[src/rtl/redmule_mesh_pkg.sv]
// Shared AXI parameters and channel/bundle types for the RedMulE mesh NoC
// (tile side) and the L2 port, whose ID carries the tile-index prefix.
package redmule_mesh_pkg;

  localparam int unsigned AXI_NOC_ID_W = 4;
  localparam int unsigned ADDR_W       = 32;
  localparam int unsigned DATA_W       = 32;
  localparam int unsigned STRB_W       = DATA_W / 8;
  localparam int unsigned AXI_NOC_U_W  = 1;
  localparam int unsigned L2_N_TILES   = 4;
  localparam int unsigned L2_ID_W      = AXI_NOC_ID_W + $clog2(L2_N_TILES);

  typedef struct packed {
    logic [AXI_NOC_ID_W-1:0] id;
    logic [ADDR_W-1:0]       addr;
    logic [7:0]              len;
    logic [2:0]              size;
    logic [1:0]              burst;
    logic [3:0]              cache;
    logic [2:0]              prot;
    logic [AXI_NOC_U_W-1:0]  user;
  } axi_noc_ax_chan_t;

  typedef struct packed {
    logic [L2_ID_W-1:0]     id;
    logic [ADDR_W-1:0]      addr;
    logic [7:0]             len;
    logic [2:0]             size;
    logic [1:0]             burst;
    logic [3:0]             cache;
    logic [2:0]             prot;
    logic [AXI_NOC_U_W-1:0] user;
  } axi_l2_ax_chan_t;

  typedef struct packed {
    logic [DATA_W-1:0]      data;
    logic [STRB_W-1:0]      strb;
    logic                   last;
    logic [AXI_NOC_U_W-1:0] user;
  } axi_w_chan_t;

  typedef struct packed {
    logic [AXI_NOC_ID_W-1:0] id;
    logic [1:0]              resp;
    logic [AXI_NOC_U_W-1:0]  user;
  } axi_noc_b_chan_t;

  typedef struct packed {
    logic [L2_ID_W-1:0]     id;
    logic [1:0]             resp;
    logic [AXI_NOC_U_W-1:0] user;
  } axi_l2_b_chan_t;

  typedef struct packed {
    logic [AXI_NOC_ID_W-1:0] id;
    logic [DATA_W-1:0]       data;
    logic [1:0]              resp;
    logic                    last;
    logic [AXI_NOC_U_W-1:0]  user;
  } axi_noc_r_chan_t;

  typedef struct packed {
    logic [L2_ID_W-1:0]     id;
    logic [DATA_W-1:0]      data;
    logic [1:0]             resp;
    logic                   last;
    logic [AXI_NOC_U_W-1:0] user;
  } axi_l2_r_chan_t;

  typedef struct packed {
    axi_noc_ax_chan_t aw;
    logic             aw_valid;
    axi_w_chan_t      w;
    logic             w_valid;
    logic             b_ready;
    axi_noc_ax_chan_t ar;
    logic             ar_valid;
    logic             r_ready;
  } axi_noc_req_t;

  typedef struct packed {
    logic            aw_ready;
    logic            ar_ready;
    logic            w_ready;
    logic            b_valid;
    axi_noc_b_chan_t b;
    logic            r_valid;
    axi_noc_r_chan_t r;
  } axi_noc_rsp_t;

  typedef struct packed {
    axi_l2_ax_chan_t aw;
    logic            aw_valid;
    axi_w_chan_t     w;
    logic            w_valid;
    logic            b_ready;
    axi_l2_ax_chan_t ar;
    logic            ar_valid;
    logic            r_ready;
  } axi_l2_vip_req_t;

  typedef struct packed {
    logic           aw_ready;
    logic           ar_ready;
    logic           w_ready;
    logic           b_valid;
    axi_l2_b_chan_t b;
    logic           r_valid;
    axi_l2_r_chan_t r;
  } axi_l2_vip_rsp_t;

endpackage

[src/rtl/redmule_mesh_rr_arb.sv]
// Round-robin arbiter with a zero-latency grant; once a grant is shown
// downstream and stalls, it is held until the handshake completes.
module redmule_mesh_rr_arb #(
  parameter int unsigned N     = 4,
  parameter int unsigned IDX_W = $clog2(N)
) (
  input  logic             clk_i,
  input  logic             rst_i,
  input  logic [N-1:0]     req_i,
  input  logic             block_i,
  input  logic             ready_i,
  output logic             valid_o,
  output logic [IDX_W-1:0] idx_o
);

  localparam int NI = int'(N);

  logic [IDX_W-1:0] ptr_q, ptr_d;
  logic [IDX_W-1:0] lock_idx_q, lock_idx_d;
  logic             lock_q, lock_d;

  always_comb begin
    valid_o    = 1'b0;
    idx_o      = lock_idx_q;
    if (lock_q) begin
      valid_o = 1'b1;
    end else if (!block_i) begin
      for (int off = 0; off < NI; off++) begin
        if (!valid_o && req_i[(int'(ptr_q) + off) % NI]) begin
          valid_o = 1'b1;
          idx_o   = IDX_W'((int'(ptr_q) + off) % NI);
        end
      end
    end
    lock_d     = valid_o && !ready_i;
    lock_idx_d = idx_o;
    ptr_d      = ptr_q;
    if (valid_o && ready_i) begin
      ptr_d = (int'(idx_o) == NI - 1) ? '0 : idx_o + IDX_W'(1);
    end
  end

  always_ff @(posedge clk_i or posedge rst_i) begin
    if (rst_i) begin
      ptr_q      <= '0;
      lock_q     <= 1'b0;
      lock_idx_q <= '0;
    end else begin
      ptr_q      <= ptr_d;
      lock_q     <= lock_d;
      lock_idx_q <= lock_idx_d;
    end
  end

endmodule

[src/rtl/redmule_mesh_l2_axi_mux.sv]
// N_TILES-to-1 AXI4 mux onto the shared L2 port: round-robin AW/AR with the
// tile index prefixed to the ID, W routed in AW order, B/R routed by prefix.
module redmule_mesh_l2_axi_mux
  import redmule_mesh_pkg::*;
#(
  parameter int unsigned N_TILES     = 4,
  parameter int unsigned SLV_ID_W    = AXI_NOC_ID_W,
  parameter int unsigned MST_ID_W    = SLV_ID_W + $clog2(N_TILES),
  parameter int unsigned MAX_W_TRANS = 8,
  parameter type         slv_req_t   = axi_noc_req_t,
  parameter type         slv_rsp_t   = axi_noc_rsp_t,
  parameter type         mst_req_t   = axi_l2_vip_req_t,
  parameter type         mst_rsp_t   = axi_l2_vip_rsp_t
) (
  input  logic                   clk_i,
  input  logic                   rst_i,
  input  slv_req_t [N_TILES-1:0] slv_req_i,
  output slv_rsp_t [N_TILES-1:0] slv_rsp_o,
  output mst_req_t               mst_req_o,
  input  mst_rsp_t               mst_rsp_i,
  output logic                   route_err_o
);

  localparam int unsigned IDX_W = $clog2(N_TILES);
  localparam int unsigned PTR_W = $clog2(MAX_W_TRANS);
  localparam int unsigned CNT_W = $clog2(MAX_W_TRANS + 1);

  logic               live;
  logic [N_TILES-1:0] aw_req, ar_req;
  logic               aw_arb_vld, ar_arb_vld, aw_vld, ar_vld, w_vld;
  logic [IDX_W-1:0]   aw_idx, ar_idx, w_head, b_idx, r_idx;
  logic               push, pop, fifo_full, fifo_empty;
  logic [IDX_W-1:0]   wfifo_q [MAX_W_TRANS];
  logic [PTR_W-1:0]   wr_ptr_q, wr_ptr_d, rd_ptr_q, rd_ptr_d;
  logic [CNT_W-1:0]   cnt_q, cnt_d;
  logic               route_err_q, route_err_d;

  function automatic logic [PTR_W-1:0] ptr_inc(input logic [PTR_W-1:0] p);
    return (int'(p) == int'(MAX_W_TRANS) - 1) ? '0 : p + PTR_W'(1);
  endfunction

  // Nothing is offered in either direction while reset is held.
  assign live = ~rst_i;

  always_comb begin
    for (int t = 0; t < int'(N_TILES); t++) begin
      aw_req[t] = slv_req_i[t].aw_valid;
      ar_req[t] = slv_req_i[t].ar_valid;
    end
  end

  redmule_mesh_rr_arb #(.N(N_TILES), .IDX_W(IDX_W)) u_aw_arb (
    .clk_i, .rst_i, .req_i(aw_req), .block_i(fifo_full),
    .ready_i(mst_rsp_i.aw_ready), .valid_o(aw_arb_vld), .idx_o(aw_idx)
  );

  redmule_mesh_rr_arb #(.N(N_TILES), .IDX_W(IDX_W)) u_ar_arb (
    .clk_i, .rst_i, .req_i(ar_req), .block_i(1'b0),
    .ready_i(mst_rsp_i.ar_ready), .valid_o(ar_arb_vld), .idx_o(ar_idx)
  );

  assign aw_vld     = live & aw_arb_vld;
  assign ar_vld     = live & ar_arb_vld;
  assign fifo_full  = (cnt_q == CNT_W'(MAX_W_TRANS));
  assign fifo_empty = (cnt_q == '0);
  assign w_head     = wfifo_q[rd_ptr_q];
  assign w_vld      = live & ~fifo_empty & slv_req_i[w_head].w_valid;
  assign push       = aw_vld & mst_rsp_i.aw_ready;
  assign pop        = w_vld & mst_rsp_i.w_ready & slv_req_i[w_head].w.last;
  assign b_idx      = mst_rsp_i.b.id[MST_ID_W-1 -: IDX_W];
  assign r_idx      = mst_rsp_i.r.id[MST_ID_W-1 -: IDX_W];

  always_comb begin
    mst_req_o   = '0;
    slv_rsp_o   = '0;
    route_err_d = route_err_q;

    mst_req_o.aw_valid   = aw_vld;
    mst_req_o.aw.id      = {aw_idx, slv_req_i[aw_idx].aw.id};
    mst_req_o.aw.addr    = slv_req_i[aw_idx].aw.addr;
    mst_req_o.aw.len     = slv_req_i[aw_idx].aw.len;
    mst_req_o.aw.size    = slv_req_i[aw_idx].aw.size;
    mst_req_o.aw.burst   = slv_req_i[aw_idx].aw.burst;
    mst_req_o.aw.cache   = slv_req_i[aw_idx].aw.cache;
    mst_req_o.aw.prot    = slv_req_i[aw_idx].aw.prot;
    mst_req_o.aw.user    = slv_req_i[aw_idx].aw.user;
    if (aw_vld) slv_rsp_o[aw_idx].aw_ready = mst_rsp_i.aw_ready;

    mst_req_o.ar_valid   = ar_vld;
    mst_req_o.ar.id      = {ar_idx, slv_req_i[ar_idx].ar.id};
    mst_req_o.ar.addr    = slv_req_i[ar_idx].ar.addr;
    mst_req_o.ar.len     = slv_req_i[ar_idx].ar.len;
    mst_req_o.ar.size    = slv_req_i[ar_idx].ar.size;
    mst_req_o.ar.burst   = slv_req_i[ar_idx].ar.burst;
    mst_req_o.ar.cache   = slv_req_i[ar_idx].ar.cache;
    mst_req_o.ar.prot    = slv_req_i[ar_idx].ar.prot;
    mst_req_o.ar.user    = slv_req_i[ar_idx].ar.user;
    if (ar_vld) slv_rsp_o[ar_idx].ar_ready = mst_rsp_i.ar_ready;

    mst_req_o.w       = slv_req_i[w_head].w;
    mst_req_o.w_valid = w_vld;
    if (live && !fifo_empty) slv_rsp_o[w_head].w_ready = mst_rsp_i.w_ready;

    // Response payloads are broadcast; only the addressed tile sees valid.
    for (int t = 0; t < int'(N_TILES); t++) begin
      slv_rsp_o[t].b.id   = mst_rsp_i.b.id[SLV_ID_W-1:0];
      slv_rsp_o[t].b.resp = mst_rsp_i.b.resp;
      slv_rsp_o[t].b.user = mst_rsp_i.b.user;
      slv_rsp_o[t].r.id   = mst_rsp_i.r.id[SLV_ID_W-1:0];
      slv_rsp_o[t].r.data = mst_rsp_i.r.data;
      slv_rsp_o[t].r.resp = mst_rsp_i.r.resp;
      slv_rsp_o[t].r.last = mst_rsp_i.r.last;
      slv_rsp_o[t].r.user = mst_rsp_i.r.user;
    end
    if (live) begin
      if (int'(b_idx) < int'(N_TILES)) begin
        slv_rsp_o[b_idx].b_valid = mst_rsp_i.b_valid;
        mst_req_o.b_ready        = slv_req_i[b_idx].b_ready;
      end else begin
        mst_req_o.b_ready = 1'b1;
        route_err_d       = route_err_d | mst_rsp_i.b_valid;
      end
      if (int'(r_idx) < int'(N_TILES)) begin
        slv_rsp_o[r_idx].r_valid = mst_rsp_i.r_valid;
        mst_req_o.r_ready        = slv_req_i[r_idx].r_ready;
      end else begin
        mst_req_o.r_ready = 1'b1;
        route_err_d       = route_err_d | mst_rsp_i.r_valid;
      end
    end
  end

  always_comb begin
    wr_ptr_d = push ? ptr_inc(wr_ptr_q) : wr_ptr_q;
    rd_ptr_d = pop ? ptr_inc(rd_ptr_q) : rd_ptr_q;
    cnt_d    = cnt_q;
    if (push && !pop) cnt_d = cnt_q + CNT_W'(1);
    else if (!push && pop) cnt_d = cnt_q - CNT_W'(1);
  end

  always_ff @(posedge clk_i or posedge rst_i) begin
    if (rst_i) begin
      wr_ptr_q    <= '0;
      rd_ptr_q    <= '0;
      cnt_q       <= '0;
      route_err_q <= 1'b0;
    end else begin
      wr_ptr_q    <= wr_ptr_d;
      rd_ptr_q    <= rd_ptr_d;
      cnt_q       <= cnt_d;
      route_err_q <= route_err_d;
    end
  end

  always_ff @(posedge clk_i) begin
    if (push) wfifo_q[wr_ptr_q] <= aw_idx;
  end

  assign route_err_o = route_err_q;

endmodule

[config.mk]
export PLATFORM = sky130hd
export DESIGN_NAME = redmule_mesh_l2_axi_mux
export DESIGN_NICKNAME = d
export VERILOG_FILES = /design/src/rtl/redmule_mesh_pkg.sv /design/src/rtl/redmule_mesh_rr_arb.sv /design/src/rtl/redmule_mesh_l2_axi_mux.sv
export SDC_FILE = /design/constraint.sdc
export NUM_CORES = 1
export LEC_CHECK = 0
export CAP_MARGIN = 20
export CORE_AREA = 2 2 406 408
export DETAILED_ROUTE_END_ITERATION = 16
export DIE_AREA = 0 0 408 410
export GPL_ROUTABILITY_DRIVEN = 0
export PLACE_DENSITY = 0.34
export SETUP_SLACK_MARGIN = 0.05
export SYNTH_ARGS = -nofsm -noshare
export SYNTH_HDL_FRONTEND = slang
export SYNTH_HIERARCHICAL = 1
export SYNTH_SLANG_ARGS = --single-unit
[constraint.sdc]
create_clock -name clk_i -period 4.86 [get_ports clk_i]
set_input_delay 0.972 -clock clk_i [delete_from_list [all_inputs] [get_ports clk_i]]
set_output_delay 0.972 -clock clk_i [all_outputs]
set_load 0.02 [all_outputs]
---- After elaboration in Yosys (flattened, before gate mapping) ----
Memory sizes are Yosys's and may differ from the RTL's.
Cells that the tools add are included.
operators by class
  multiplexer cells ....................... 92
  reduce and logical (&&, ||, !) cells .... 37
  equal/unequal tests ..................... 5
  order comparisons ....................... 18
  bitwise operators ....................... 16
  $add $sub $neg .......................... 12
operator list
  cell                                                 count
  binary-select mux 157 bit (select 2 bit)             5
  two-way mux 208 bit                                  5
  bitwise mux 208 bit                                  4
  demux 52 bit (select 2 bit)                          5
  AND 208 bit                                          1
  two-way mux 157 bit                                  1
  two-way mux 99 bit                                   1
  two-way mux 60 bit                                   1
  two-way mux 59 bit                                   1
  two-way mux 52 bit                                   1
  two-way mux 51 bit                                   1
  two-way mux 50 bit                                   1
  two-way mux 49 bit                                   1
  two-way mux 41 bit                                   1
  two-way mux 1 bit                                    39
  two-way mux 2 bit                                    13
  < comparator 3 x 4 -> 1 bit, second input constant   6
  < comparator 2 x 3 -> 1 bit, second input constant   7
  logical AND 1 bit                                    18
  binary-select mux 1 bit (select 2 bit)               8
  OR reduction 2 bit                                   6
  zero test 1 bit                                      11
  >= comparator 2 x 1 -> 1 bit, second input constant  5
  adder 2 x 1 -> 2 bit, second input constant          4
  other kinds (14)                                     34
word-level totals
  input port bits ......................... 686
  bits in registers ....................... 20
  memory bits (writable) .................. 16
  memories ................................ 1
  word-level logic and storage cells ...... 190
memory list
  memory   words  bits a word  rd ports  clocked after Yosys merged registers in  wr ports  RTL line                       RTL
  wfifo_q  8      2            1         0                                        1         redmule_mesh_l2_axi_mux.sv:33  logic [IDX_W-1:0] wfifo_q [MAX_W_TRANS];

---- Logic depth before layout (Yosys ltp) ----
  depth after elaboration ................. 34
  mapped depth ............................ 15

---- Cells and area by module ----
The synthesis kept the hierarchy.
modules (own cells, without submodules)
  module                   area an instance (µm²)  seq. area each (µm²)  instances  cells each
  redmule_mesh_l2_axi_mux  6846.6                  730.7                 1          630
  redmule_mesh_rr_arb      593.1                   125.1                 2          71

---- Worst setup path before layout ----
Ideal clock, no wire load.
  kind .................................... in2out
  start ................................... in slv_req_i[413] in the netlist's numbering
  end ..................................... out mst_req_o[102] in the netlist's numbering
  data required time ...................... 3.888 ns
  path buffers ............................ 4
  arrival time ............................ 3.600 ns
  slack ................................... 0.288 ns
  stages on the path ...................... 9
  cell sequence ........................... buf_4 buf_4 inv_1 a32oi_1 o211a_1 a21oi_2 clkbuf_1 buf_1 mux4_2
RTL lines
  element          RTL line                       RTL
  start, declared  redmule_mesh_l2_axi_mux.sv:17  input slv_req_t [N_TILES-1:0] slv_req_i,
  end, declared    redmule_mesh_l2_axi_mux.sv:19  output mst_req_t mst_req_o,

==> impl_metrics.json <==
{
  "setup_viol": 0,
  "netlist_instances": 772,
  "p_per_area_nw_per_um2": 489,
  "regArea_sq_um": 981,
  "die_y_um": 410,
  "portBuffers": 819,
  "maxSlewHeadroom_pct": 56.6,
  "total_power_w": 0.00901,
  "yosysWarnings": 6,
  "die_area_sq_um": 167000,
  "start_util_pct": 4.91,
  "worstSetupEndpointType": "output port",
  "syn2layout_area_growth_pct": 129,
  "drt-initial-drc-count": 352,
  "synth-seq-cells": 36,
  "period_minus_slack_ns": 4.70,
  "track_usage_pct": 10.0,
  "skew_ns": 0.00943,
  "syn_area_sq_um": 8030,
  "synth_cell_types": 54,
  "rsz0062_at_grt": "true",
  "worst-slew-pin-transition_ns": 0.651,
  "layout_commonest_cell": "clkdlybuf4s50_1",
  "std_cell_rows": 149,
  "synth.largest_area_cell": "mux4_2",
  "totalWireLength_um": 87900,
  "netSwitchingFraction_pct": 48.0,
  "crit_path_start_kind": "input port",
  "nets": 2111,
  "critPathBufInv": 6,
  "slowest_stage": "clkdlybuf4s50_1",
  "cts_sinks": 36,
  "crit_chain": "clkdlybuf4s50_1 -> buf_12 -> mux2_2 -> a32oi_1 -> o211a_1 -> a21oi_4 -> buf_12 -> buf_4 -> buf_4 -> nor3b_1 -> clkdlybuf4s50_1",
  "cts_made_buffers": 5,
  "hold_class": "flop to flop",
  "required_ns": 3.89,
  "arrival_ns": 3.73,
  "fin_hold_ws_ns": 0.498,
  "first_global_vias": 9888,
  "finish.utilization_pct": 11.3,
  "synth_edf_count": 16,
  "route.detailed.drc": 0,
  "cts_setup_buffers": 0,
  "syn-mean-instance-area_sq_um": 10.4,
  "cts_root_buf": "clkbuf_16",
  "mostFrequentLayoutCells": "clkdlybuf4s50_1 (697), mux4_2 (119), dlymetal6s2s_1 (85)",
  "clkTransAtPathRegs_ns": 0.06,
  "outcome": "finished clean",
  "clk_path_buf_depth": 2,
  "cp_max_fo": 17,
  "netlist_top_cells_area": "mux4_2 (34%), buf_4 (19%), mux2i_1 (6.6%), dfrtp_1 (6.2%), edfxtp_1 (6.0%)",
  "p_clk_share_pct": 3.9,
  "grt_max_degree": 55,
  "seq_power_share_pct": 6.7,
  "yosysTopAreaCellShare_pct": 33.6,
  "slew_violations": 0,
  "ys_seq_area_share_pct": 12.2,
  "antenna_found_initial": 109,
  "crit_type": "input port to output port",
  "leakage_nw": 6.81,
  "power.share.combinational_pct": 89.4,
  "multiInputGateArea_sq_um": 5300,
  "synthArstFlopShare_pct": 55.6,
  "max-vdd-ir-drop_mv": 0.252,
  "drt_first_pass_iters": 6,
  "htree_levels": 2,
  "hold_viol_final": 0,
  "nFillCells": 18800,
  "cap_violations": 0,
  "fp.coreArea_sq_um": 163000,
  "timing.final.crit_share_pct": 96.8,
  "pin_count": 1056,
  "grt.overflow.total": 0,
  "dp_hpwl_um": 80800,
  "vias": 9506,
  "post_drt_wl_per_cell_um": 24.2,
  "detail-route-antenna-nets": 0,
  "cp_top_family": "buffers and inverters",
  "clk_latency_ns": 0.30,
  "cts_tree": "yes",
  "die_width_um": 408,
  "timing.critical_path.slowest_cell_delay_ns": 0.63,
  "p_sw_w": 0.00432,
  "viasPerCell": 2.62,
  "synth_top_flop_cell": "dfrtp_1",
  "p_int_w": 0.00468,
  "drive_gt1_share_pct": 16.9,
  "setup_tns_ns": 0,
  "grt_pass1_wl_um": 109000,
  "fmaxAchievable_mhz": 213
}
-- area by class of cell --
type	instances	share of cell area, %
timing repair buffer	892	49.6
multi-input combinational	467	28.8
antenna	24	0.326
inverter	15	0.306
tap	2189	14.9
sequential	36	5.32
clock buffer	5	0.679
clock inverter	3	0.102
-- stage by stage --
step	area [sq um]	worst slack, ns	instances
after floorplan	8040	0.288	774
after global placement	18000	-0.0262	3599
after detailed placement	18000	0.0125	3599
after CTS	18100	0.0360	3607
after global routing	18400	0.0476	3609
final	18400	0.157	3631
-- logic make-up after synthesis --
group | synth area share (%)
other cells | 0.0467
fa+ha+maj | 1.34
flops | 12.2
buf+inv | 22.5
mux | 47.0
simple gates | 9.56
compound gates | 6.67
xor+xnor | 0.654
-- sequential cells by signal, summed over array words and instances, names as in the netlist, 2 cells and up --
register and flops:
u_aw_arb/ptr_q 2, cnt_q 4, wfifo_q 16, u_aw_arb/lock_idx_q 2, u_ar_arb/ptr_q 2, u_ar_arb/lock_idx_q 2
rd_ptr_q 3, wr_ptr_q 3
-- Yosys cell counts, types with 5 or more instances --
cell type  number
nor2b_1        12
ha_1            7
mux4_2        120
buf_1          14
mux2_1         36
nand2_1        21
dfrtp_1        20
a21oi_1        44
clkbuf_1       23
edfxtp_1       16
nor2_1         60
buf_2          16
nand3_1         5
inv_1          14
mux2i_1        53
nor3b_1         6
mux2_2          8
nor3_1          6
buf_4         200
-- power by group through the flow --
stage / clock network, W / registers (W) / logic (W)
after global routing: 0.000391 / 0.000625 / 0.00857
final: 0.000352 / 0.000601 / 0.00805
after detailed placement: 0 / 0.000607 / 0.00836
after floorplan: 0 / 0.000503 / 0.00464
after CTS: 0.000385 / 0.000602 / 0.00834
after global placement: 0 / 0.000610 / 0.00841
-- what timing repair did --
action / 4_1_cts / 5_1_grt
resized for setup: 26 / 88
hold buffers: 0 / 0
endpoints found under the setup margin: 88 / 84
-- metal layers --
| metal | wire, um | track usage (%) |
|---|---|---|
| met1 | 31800 | 10.8 |
| met2 | 43200 | 17.9 |
| met3 | 10500 | 5.11 |
| met4 | 1980 | 1.32 |
| met5 | 377 | 0.259 |
-- path summary, 6_finish.rpt --
check / from / slack, ns / cells after the start / endpoint
worst max-delay path: slv_req_i[315] / 0.16 / 11 / slv_rsp_o[50]
worst min-delay path: cnt_q[3]$_DFFE_PP0P_ / 0.50 / 1 / cnt_q[3]$_DFFE_PP0P_
worst max register to register: rd_ptr_q[2]$_DFFE_PP0P_ / 0.92 / 13 / cnt_q[3]$_DFFE_PP0P_
worst min register to register: cnt_q[3]$_DFFE_PP0P_ / 0.50 / 1 / cnt_q[3]$_DFFE_PP0P_
max in group asynchronous: rst_i / 3.26 / 4 / wr_ptr_q[1]$_DFFE_PP0P_
min in group asynchronous: rst_i / 1.16 / 3 / u_ar_arb/ptr_q[1]$_DFFE_PP0P_
No activity file was read; power rests on OpenSTA's default activity.
